<file path="config.mk">
export PLATFORM = sky130hd
export DESIGN_NAME = project_mux_ctrl_flat
export DESIGN_NICKNAME = d
export VERILOG_FILES = /design/src/rtl/project_mux_ctrl_pkg.sv /design/src/rtl/project_mux_ctrl_if.sv /design/src/rtl/project_mux_ctrl_wdog.sv /design/src/rtl/project_mux_ctrl.sv /design/src/flat_wrapper.sv
export SDC_FILE = /design/constraint.sdc
export NUM_CORES = 1
export LEC_CHECK = 0
export ABC_AREA = 0
export CORE_AREA = 2 2 135 137
export CTS_BUF_LIST = sky130_fd_sc_hd__clkbuf_8
export CTS_CLUSTER_DIAMETER = 60
export DETAILED_ROUTE_END_ITERATION = 16
export DIE_AREA = 0 0 137 139
export GPL_TIMING_DRIVEN = 0
export PLACE_DENSITY = 0.63
export SLEW_MARGIN = 30
export SYNTH_ARGS = -nofsm -noshare
export SYNTH_HDL_FRONTEND = slang
export SYNTH_SLANG_ARGS = --single-unit
</file>
<file path="constraint.sdc">
create_clock -name wb_clk_i -period 5 [get_ports wb_clk_i]
set_input_delay 1.5 -clock wb_clk_i [delete_from_list [all_inputs] [get_ports wb_clk_i]]
set_output_delay 1.5 -clock wb_clk_i [all_outputs]
set_load 0.01 [all_outputs]
</file>
<file path="src/rtl/project_mux_ctrl_pkg.sv">
// Types and constants shared by the project bus/pad multiplexer, its
// watchdog and the host-side bus interface.
package proj_mux_pkg;

  localparam int unsigned DAT_W = 32;
  localparam int unsigned IRQ_W = 3;
  localparam int unsigned PAD_W = 38;

  localparam logic [DAT_W-1:0] ERR_DATA = 32'hBADC0DE5;

  typedef enum logic [1:0] {
    ST_OFF,
    ST_RUN,
    ST_DRAIN,
    ST_GAP
  } state_e;

endpackage

</file>
<file path="src/rtl/project_mux_ctrl_if.sv">
// Host-side wishbone slave signals shared between the host and the mux.
interface project_mux_ctrl_if;
  import proj_mux_pkg::*;

  logic             wbs_cyc_i;
  logic             wbs_stb_i;
  logic             wbs_ack_o;
  logic [DAT_W-1:0] wbs_dat_o;

  modport master (
    output wbs_cyc_i,
    output wbs_stb_i,
    input  wbs_ack_o,
    input  wbs_dat_o
  );

  modport slave (
    input  wbs_cyc_i,
    input  wbs_stb_i,
    output wbs_ack_o,
    output wbs_dat_o
  );

endinterface

</file>
<file path="src/rtl/project_mux_ctrl_wdog.sv">
// Wishbone stall watchdog: counts strobed cycles without an ack and forces
// a one-cycle error response once the count reaches TIMEOUT.
module wb_watchdog #(
  parameter int unsigned TIMEOUT = 255
) (
  input  logic clk_i,
  input  logic rst_i,
  input  logic cyc_i,
  input  logic stb_i,
  input  logic ack_i,
  output logic err_o
);

  localparam int unsigned CW = (TIMEOUT > 0) ? $clog2(TIMEOUT + 1) : 1;

  logic [CW-1:0] cnt_q;
  logic          expired;

  assign expired = (cnt_q == CW'(TIMEOUT));

  // A genuine ack in the expiry cycle takes priority over the forced error.
  assign err_o = ~rst_i & cyc_i & stb_i & expired & ~ack_i;

  always_ff @(posedge clk_i) begin
    if (rst_i) begin
      cnt_q <= '0;
    end else if (!cyc_i || ack_i || err_o) begin
      cnt_q <= '0;
    end else if (stb_i) begin
      cnt_q <= cnt_q + 1'b1;
    end
  end

endmodule

</file>
<file path="src/rtl/project_mux_ctrl.sv">
// Selects one of NPROJ user projects onto the host wishbone bus, IRQs and
// pads, with a drain/gap sequence on every switch and a stall watchdog.
module project_mux_ctrl
  import proj_mux_pkg::*;
#(
  parameter int unsigned NPROJ   = 2,
  parameter int unsigned TIMEOUT = 255,
  parameter int unsigned GAP     = 4
) (
  input  logic                   wb_clk_i,
  input  logic                   wb_rst_i,
  project_mux_ctrl_if.slave      wb,
  input  logic [NPROJ-1:0]       sel_req,
  input  logic [NPROJ-1:0]       p_ack,
  input  logic [NPROJ*DAT_W-1:0] p_dat,
  input  logic [NPROJ*IRQ_W-1:0] p_irq,
  input  logic [NPROJ*PAD_W-1:0] p_io_out,
  input  logic [NPROJ*PAD_W-1:0] p_io_oeb,
  output logic [NPROJ-1:0]       active,
  output logic [IRQ_W-1:0]       user_irq,
  output logic [PAD_W-1:0]       io_out,
  output logic [PAD_W-1:0]       io_oeb,
  output logic                   timeout_o
);

  localparam int unsigned IW = (NPROJ > 1) ? $clog2(NPROJ) : 1;
  localparam int unsigned GW = (GAP > 0) ? $clog2(GAP + 1) : 1;

  function automatic logic [NPROJ-1:0] to_onehot(input logic [IW-1:0] idx);
    logic [NPROJ-1:0] oh;
    oh      = '0;
    oh[idx] = 1'b1;
    return oh;
  endfunction

  state_e           state_q;
  logic [IW-1:0]    cur_q;
  logic [NPROJ-1:0] active_q;
  logic [GW-1:0]    gap_cnt_q;

  logic             sel_valid;
  logic [IW-1:0]    sel_idx;
  int unsigned      sel_ones;
  logic [NPROJ-1:0] cur_oh;
  logic             gap_done;

  always_comb begin
    sel_ones = 0;
    sel_idx  = '0;
    for (int unsigned i = 0; i < NPROJ; i++) begin
      if (sel_req[i]) begin
        sel_ones = sel_ones + 1;
        sel_idx  = IW'(i);
      end
    end
    sel_valid = (sel_ones == 1);
  end

  assign cur_oh   = to_onehot(cur_q);
  assign gap_done = (32'(gap_cnt_q) + 32'd1 >= GAP);

  always_ff @(posedge wb_clk_i) begin
    if (wb_rst_i) begin
      state_q   <= ST_OFF;
      cur_q     <= '0;
      active_q  <= '0;
      gap_cnt_q <= '0;
    end else begin
      unique case (state_q)
        ST_OFF: begin
          if (sel_valid) begin
            cur_q    <= sel_idx;
            active_q <= to_onehot(sel_idx);
            state_q  <= ST_RUN;
          end
        end
        ST_RUN: begin
          if (sel_req != cur_oh) begin
            state_q <= ST_DRAIN;
          end
        end
        ST_DRAIN: begin
          if (!wb.wbs_cyc_i) begin
            active_q  <= '0;
            gap_cnt_q <= '0;
            state_q   <= ST_GAP;
          end
        end
        ST_GAP: begin
          // Only the request present on the final gap cycle is honoured.
          if (gap_done) begin
            gap_cnt_q <= '0;
            if (sel_valid) begin
              cur_q    <= sel_idx;
              active_q <= to_onehot(sel_idx);
              state_q  <= ST_RUN;
            end else begin
              state_q <= ST_OFF;
            end
          end else begin
            gap_cnt_q <= gap_cnt_q + 1'b1;
          end
        end
        default: begin
          state_q  <= ST_OFF;
          active_q <= '0;
        end
      endcase
    end
  end

  assign active = active_q;

  logic             proj_en;
  logic             proj_ack;
  logic [DAT_W-1:0] proj_dat;
  logic             wd_err;

  // Reset gates the selection so an in-flight access is dropped without an ack.
  assign proj_en = active_q[cur_q] & ~wb_rst_i;

  always_comb begin
    proj_ack = 1'b0;
    proj_dat = '0;
    user_irq = '0;
    io_out   = '0;
    io_oeb   = '1;
    if (proj_en) begin
      proj_ack = p_ack[cur_q];
      proj_dat = p_dat[cur_q*DAT_W +: DAT_W];
      user_irq = p_irq[cur_q*IRQ_W +: IRQ_W];
      io_out   = p_io_out[cur_q*PAD_W +: PAD_W];
      io_oeb   = p_io_oeb[cur_q*PAD_W +: PAD_W];
    end
  end

  wb_watchdog #(
    .TIMEOUT(TIMEOUT)
  ) u_wdog (
    .clk_i(wb_clk_i),
    .rst_i(wb_rst_i),
    .cyc_i(wb.wbs_cyc_i),
    .stb_i(wb.wbs_stb_i),
    .ack_i(proj_ack),
    .err_o(wd_err)
  );

  always_comb begin
    wb.wbs_ack_o = proj_ack | wd_err;
    wb.wbs_dat_o = wd_err ? ERR_DATA : proj_dat;
  end

  assign timeout_o = wd_err;

endmodule

</file>
<file path="src/flat_wrapper.sv">
// flat-port wrapper written by rule: the top's interface ports become plain ports
module project_mux_ctrl_flat import proj_mux_pkg::*;
#(
  parameter int unsigned NPROJ   = 2,
  parameter int unsigned TIMEOUT = 255,
  parameter int unsigned GAP     = 4
)
  (wb_clk_i, wb_rst_i, sel_req, p_ack, p_dat, p_irq, p_io_out, p_io_oeb, active, user_irq, io_out, io_oeb, timeout_o, wb_wbs_cyc_i, wb_wbs_stb_i, wb_wbs_ack_o, wb_wbs_dat_o);
  project_mux_ctrl_if wb_i ();
  input  logic wb_clk_i;
  input  logic wb_rst_i;
  input  logic [NPROJ-1:0] sel_req;
  input  logic [NPROJ-1:0] p_ack;
  input  logic [NPROJ*DAT_W-1:0] p_dat;
  input  logic [NPROJ*IRQ_W-1:0] p_irq;
  input  logic [NPROJ*PAD_W-1:0] p_io_out;
  input  logic [NPROJ*PAD_W-1:0] p_io_oeb;
  output logic [NPROJ-1:0] active;
  output logic [IRQ_W-1:0] user_irq;
  output logic [PAD_W-1:0] io_out;
  output logic [PAD_W-1:0] io_oeb;
  output logic timeout_o;
  input wire logic [$bits(wb_i.wbs_cyc_i)-1:0] wb_wbs_cyc_i;
  input wire logic [$bits(wb_i.wbs_stb_i)-1:0] wb_wbs_stb_i;
  output wire logic [$bits(wb_i.wbs_ack_o)-1:0] wb_wbs_ack_o;
  output wire logic [$bits(wb_i.wbs_dat_o)-1:0] wb_wbs_dat_o;
  assign wb_i.wbs_cyc_i = wb_wbs_cyc_i;
  assign wb_i.wbs_stb_i = wb_wbs_stb_i;
  assign wb_wbs_ack_o = wb_i.wbs_ack_o;
  assign wb_wbs_dat_o = wb_i.wbs_dat_o;
  project_mux_ctrl #(.NPROJ(NPROJ), .TIMEOUT(TIMEOUT), .GAP(GAP)) u_core (.wb_clk_i(wb_clk_i), .wb_rst_i(wb_rst_i), .wb(wb_i), .sel_req(sel_req), .p_ack(p_ack), .p_dat(p_dat), .p_irq(p_irq), .p_io_out(p_io_out), .p_io_oeb(p_io_oeb), .active(active), .user_irq(user_irq), .io_out(io_out), .io_oeb(io_oeb), .timeout_o(timeout_o));
endmodule
</file>
* After elaboration in Yosys (flattened, before gate mapping)
Cells that the tools add are included.
** Cells by class
- Add/sub/neg operators :: 4
- Multipliers :: 2
- $lt $le $gt $ge :: 5
- Equality and inequality tests :: 10
- Shifts and indexed selects :: 4
- Multiplexer cells :: 33
- Bitwise operators :: 8
- Reductions and logical operators :: 14
** Operator list (count)
- 76-bit by 8-bit variable part select with 38-bit output :: 2
- 32-bit two-way mux :: 3
- 38-bit two-way mux :: 2
- 64-bit by 7-bit variable part select with 32-bit output :: 1
- 32-bit by 1-bit equality test with 1-bit output, second input constant :: 1
- 32-bit by 3-bit >= comparator with 1-bit output, second input constant :: 1
- 2-bit two-way mux :: 7
- 1-bit two-way mux :: 12
- 3-bit two-way mux :: 3
- 8-bit by 1-bit adder with 8-bit output, second input constant :: 1
- 8-bit equality test, second input constant :: 1
- 2-bit case mux with 4 select lines :: 1
- 1-bit by 5-bit multiplier with 6-bit output, second input constant :: 1
- 2-bit by 1-bit inequality test with 1-bit output, second input constant :: 3
- 2-bit case mux with 3 select lines :: 1
- 3-bit case mux with 2 select lines :: 1
- 6-bit by 4-bit variable part select with 3-bit output :: 1
- 1-bit AND :: 5
- 3-bit by 1-bit adder with 4-bit output, second input constant :: 1
- 2-bit equality test, second input constant :: 2
- 1-bit by 2-bit < comparator with 1-bit output, second input constant :: 2
- 2-bit AND reduction :: 2
- 4-bit AND reduction :: 1
- 2-bit nonzero test :: 2
- 18 further kinds :: 23
** Word-level totals
- Flip-flop bits (word level) :: 16
- Bits of input ports :: 230
- Output and inout port bits :: 115
- Logic and storage cells :: 85

* Depth between registers and ports, before layout
- Word-level depth :: 8
- Mapped depth :: 7
- Mapped depth without buffers :: 6

* Modules after synthesis
A second synthesis with hierarchy kept.
** Second synthesis, totals
- Cell total of the unflattened synthesis :: 366
- Area, all modules :: 2721.4 µm²
** By module, submodules not included
- project_mux_ctrl :: times used 1, cells an instance 323, area an instance 2337.2 µm², sequential area each 160.2 µm²
- wb_watchdog :: times used 1, cells an instance 43, area an instance 384.1 µm², sequential area each 160.2 µm²

* Worst setup path after synthesis
OpenSTA, ideal clock, no wires.
- Path type :: input port to output port
- Start point :: input wb_wbs_stb_i
- End point :: output wb_wbs_dat_o[18]
- Data arrival time :: 2478 ps
- Data required time :: 3500 ps
- Path slack :: 1022 ps
- Cell stages on the path :: 7
- Path buffers :: 3
- Path through :: buf_4 -> nand4_2 -> nand4bb_4 -> nand2b_1 -> buf_6 -> buf_6 -> o21ai_2
** On the way
- Cells in the longest elaborated chain, start to end :: 4
** Ends and longest elaborated chain
- start: declaration :: RTL line flat_wrapper.sv:24 : input wire logic [$bits(wb_i.wbs_stb_i)-1:0] wb_wbs_stb_i;
- 1-bit AND (3 in a row) :: RTL line project_mux_ctrl_wdog.sv:22 : assign err_o = ~rst_i & cyc_i & stb_i & expired & ~ack_i;
- 32-bit two-way mux :: RTL line project_mux_ctrl.sv:150 : wb.wbs_dat_o = wd_err ? ERR_DATA : proj_dat;
- end: declaration :: RTL line flat_wrapper.sv:26 : output wire logic [$bits(wb_i.wbs_dat_o)-1:0] wb_wbs_dat_o;
No other way between the ends.

* Worst setup path after layout
- Start point :: input wb_rst_i
- End point :: output wb_wbs_dat_o[7]
** On the way
- Cells in the longest elaborated chain, start to end :: 6
- Elaborated cells on any way between the ends :: 10
- Classes of those cells :: 3 x mux; 7 x bitwise
** Ends and longest elaborated chain
- start: declaration :: RTL line flat_wrapper.sv:11 : input logic wb_rst_i;
- 1-bit inverter * :: RTL line project_mux_ctrl_wdog.sv:22, project_mux_ctrl.sv:120
- 1-bit AND (on tied branches) :: RTL line project_mux_ctrl_wdog.sv:22, project_mux_ctrl.sv:120
- 1-bit AND or 1-bit two-way mux (tied branches) :: RTL line project_mux_ctrl_wdog.sv:22, project_mux_ctrl.sv:128
- 1-bit AND or 1-bit inverter (tied branches) :: RTL line project_mux_ctrl_wdog.sv:22
- 1-bit AND :: RTL line project_mux_ctrl_wdog.sv:22
- 32-bit two-way mux * :: RTL line project_mux_ctrl.sv:150
Mark *: on every way between the ends. The rest lies on a longest branch, timed or not.

==> impl_results.md <==
* Outcome: finished clean
* Adder-Cell Fraction of Synth Area at roughly 3.1%
* Largest family of logic cells by synthesized area: multiplexers
* Critical path data arrival time at 3.30 ns
* Post-synthesis instance total at 368
* Final Hold Vio Count at 0
* RSZ-0062 raised after global routing: false
* Share of post-route cells with drive strength above 1 at approximately 6.7%
* Worst flop-to-flop path startpoint: u_core.gap_cnt_q[0]
* Clk pin slew, worst setup/hold paths at roughly 0.06 ns
* Final Max Tran Viols at 0
* CTS buffer count at 3
* Buffers on Ports at 343
* PwrDens at around 180 nW/um^2
* Tmin final at 4.80 ns
* Synth warn at 0
* Vias per inst at 4.13
* Final RePlAce weighted congestion at 0.813
* Total number of vias at 3,903
* Worst reg-to-reg setup slack at 3.09 ns
* Area Overhead vs Synth at 135%
* Remaining antenna violation count at 0
* Pre-CTS WS at -0.104 ns
* Yosys cell types at 44
* Cell type with the largest total area after synthesis: mux2i_1
* Synth Area in Simple Gates at around 23%
* H-tree depth at 1
* Post-DP HPWL at between 10,000 and 15,000 um
* Fmax at around 210 MHz
* Peak VDD IR at 0.145 mV
* Layout fillers at between 1,500 and 2,000
* Final nets at ~950
* Final period util at between 90 and 100%
* Max-cap violations at 0
* Initial antenna violation count at 0
* Combinational fraction of design power at 76.9%
* Sequential power share at between 10% and 20%
* Die width at 137 um
* Max_slew headroom at approximately 70%
* Mux cell area share after synthesis at a little over two fifths
* # clock sinks at 16
* Post-Syn Area at ~2800 sq um
* Nature of the critical path endpoint: output port
* Num ports at around 350
* Die area at roughly 19,000 sq um
* Most frequent cell after synthesis: mux2i_1
* Gr usage total at around 15%
* Clk buf depth at 2
* GRT overflow at 0
* Final setup viols at 0
* DRT Pass-1 Iters at 4
* Asr flop ratio synth at 0%
* Post-synth top cells: mux2i_1 (114), nor2_1 (66), nand2_1 (48)
* Flop and latch count out of synthesis at 16
* Critical path class: input port to output port
* Starting Density at between 15 and 20%
* Hold path startpoint: u_core.gap_cnt_q[1]
* Post-Synth XOR/XNOR Area at approximately 2.2%
* FF-to-FF End: u_core.cur_q
* Ys flop type: dfxtp_1
* Switching power at between 0.4 and 0.5 mW
* Final worst slack at slightly above 0.2 ns
* CP startpoint kind: input port
* Placed Instances at 940
* Hold depth at 2
* Synth Net Count at roughly 610
* Sequential share of the synthesized area at 11.5%
* Routed len/inst at roughly 16 um
* Row cnt at just under 50
* Worst clock skew at slightly above 0.006 ns
* Top cells by area, synth: mux2i_1 (41%), dfxtp_1 (12%), nor2_1 (8.9%)
* Synth Area in Compound Gates at a little under an eighth
* Initial DRC Count at between 100 and 150
* Int Pwr at 0.714 mW
* Worst Hold Class: flip-flop to flip-flop
* First-pass GRT wire length at roughly 22,000 um
* Static Leak at roughly 2.4 nW
* Crit path max fanout at 10
* Avg Cell Area, Syn at around 7.6 sq um
* Worst-Skew Late Latency at between 0.2 and 0.25 ns
* Die height at roughly 140 um
* Antenna Cells at 0
* Area share of the largest cell type after synthesis at around two fifths
* Non-filler instance count after layout at between 900 and 1,000
* Hold_buf cts at 0
* FF-to-FF path depth at 5
* Worst Path Required at ~3.5 ns
* Number of global-route vias before repair at ~3,900
* Hold path endpoint: u_core.gap_cnt_q[1]
* Final wirelength at 15,100 um
* CTS tree: built
* Largest net degree at the start of global routing at 11
* Core Area at roughly 18,000 sq um
* DRC viols at 0
* Switching Fraction at 38.6%
* Cell chosen for the clock root: clkbuf_8
* Clock power share at 9.5%
* Worst Max-Slew Pin Slew at about 0.45 ns
* EDFF count, synth at 0
[registers in the layout, indices dropped and copies added (netlist names)]
signal / count
u_core.u_wdog.cnt_q: 8
u_core.gap_cnt_q: 3
u_core.active: 2
u_core.state_q: 2
u_core.cur_q: 1
[cell usage in the layout (no fill, tap or decap), types with 2 or more instances in the layout]
| master | count |
|---|---|
| a21o_1 | 2 |
| clkbuf_1 | 4 |
| clkbuf_8 | 4 |
| nand3b_1 | 3 |
| clkdlybuf4s50_1 | 329 |
| o31ai_1 | 2 |
| dlygate4sd2_1 | 14 |
| xor2_1 | 5 |
| a21oi_1 | 10 |
| dfxtp_1 | 16 |
| buf_4 | 10 |
| nand2b_1 | 6 |
| nand2_1 | 48 |
| ha_1 | 7 |
| o21ai_0 | 2 |
| nand3_1 | 3 |
| o21ai_1 | 10 |
| o21ai_2 | 10 |
| nand4_1 | 7 |
| nor2_1 | 66 |
| xnor2_1 | 2 |
| inv_1 | 5 |
| mux2i_1 | 114 |
| buf_2 | 12 |
| buf_6 | 2 |
[per-stage QoR]
| stage | setup TNS (ns) | util [%] | hold slack [ns] | power (mW) | area (sq um) |
|---|---|---|---|---|---|
| 6_report | 0 | 37.1 | 0.483 | 1.16 | 6550 |
| 5_1_grt | 0 | 37.1 | 0.533 | 1.26 | 6550 |
| 4_1_cts | 0 | 37.1 | 0.480 | 1.18 | 6550 |
| 3_5_place_dp | -1.81 | 36.8 | 0.472 | 1.07 | 6500 |
| 3_3_place_gp | -1.88 | 36.8 | 0.466 | 1.07 | 6500 |
| 2_1_floorplan | 0 | - | 0.449 | 0.616 | 2780 |
[power by group through the flow]
stage / registers, mW / logic (mW) / clock network (mW)
6_report: 0.159 / 0.894 / 0.110
3_5_place_dp: 0.161 / 0.910 / 0
2_1_floorplan: 0.159 / 0.458 / 0
5_1_grt: 0.162 / 0.973 / 0.121
4_1_cts: 0.159 / 0.910 / 0.115
3_3_place_gp: 0.162 / 0.908 / 0
[worst max-delay path, cell delays in order]
cell             delay [ns]
dlygate4sd2_1          0.29
and2b_2                0.27
nand4bb_4              0.14
nand2b_1               0.18
buf_6                  0.14
o21ai_1                0.10
clkdlybuf4s50_1        0.67
[metal layers]
layer | wire, um | global-route usage [%] | vias to the layer above
met3 | 1800 | 5.37 | 12
li1 | - | - | 1981
met4 | 150 | 1.95 | 0
met2 | 7340 | 25.8 | 181
met5 | 0 | 0 | -
met1 | 5780 | 17.0 | 1729
[worst max-delay path by stage]
stage	from	depth (start not counted)	to	slack, ns
floorplan	wb_wbs_stb_i	7	wb_wbs_dat_o[18]	1.02
global placement	wb_rst_i	5	io_oeb[12]	-0.11
detailed placement	wb_rst_i	5	io_oeb[7]	-0.10
CTS	wb_rst_i	8	wb_wbs_dat_o[28]	0.20
global route	p_ack[0]	7	wb_wbs_dat_o[30]	0.06
finish	wb_rst_i	7	wb_wbs_dat_o[7]	0.20
[cell families after synthesis]
logic type	after synthesis
AOI/OAI and AO/OA	46
xor gates and xnor gates	7
adders and majority gates	7
buffers and inverters	35
DFF	16
muxes	116
and+or+nand+nor	141
[final cells by class]
class,count,area (sq um),share of cell area [%]
Sequential cell,16,320,4.89
Multi-Input combinational cell,317,2270,34.6
Tap cell,229,287,4.37
Buffer,28,170,2.60
Inverter,7,26.3,0.401
Timing Repair Buffer,344,3420,52.3
Clock buffer,4,55.1,0.840
[timing repair]
item | in CTS | in global routing
setup buffers | 1 | 0
endpoints found under the setup margin | 30 | 0
resized for setup | 16 | 0
Note: power is estimated with default switching activity, not from simulation.
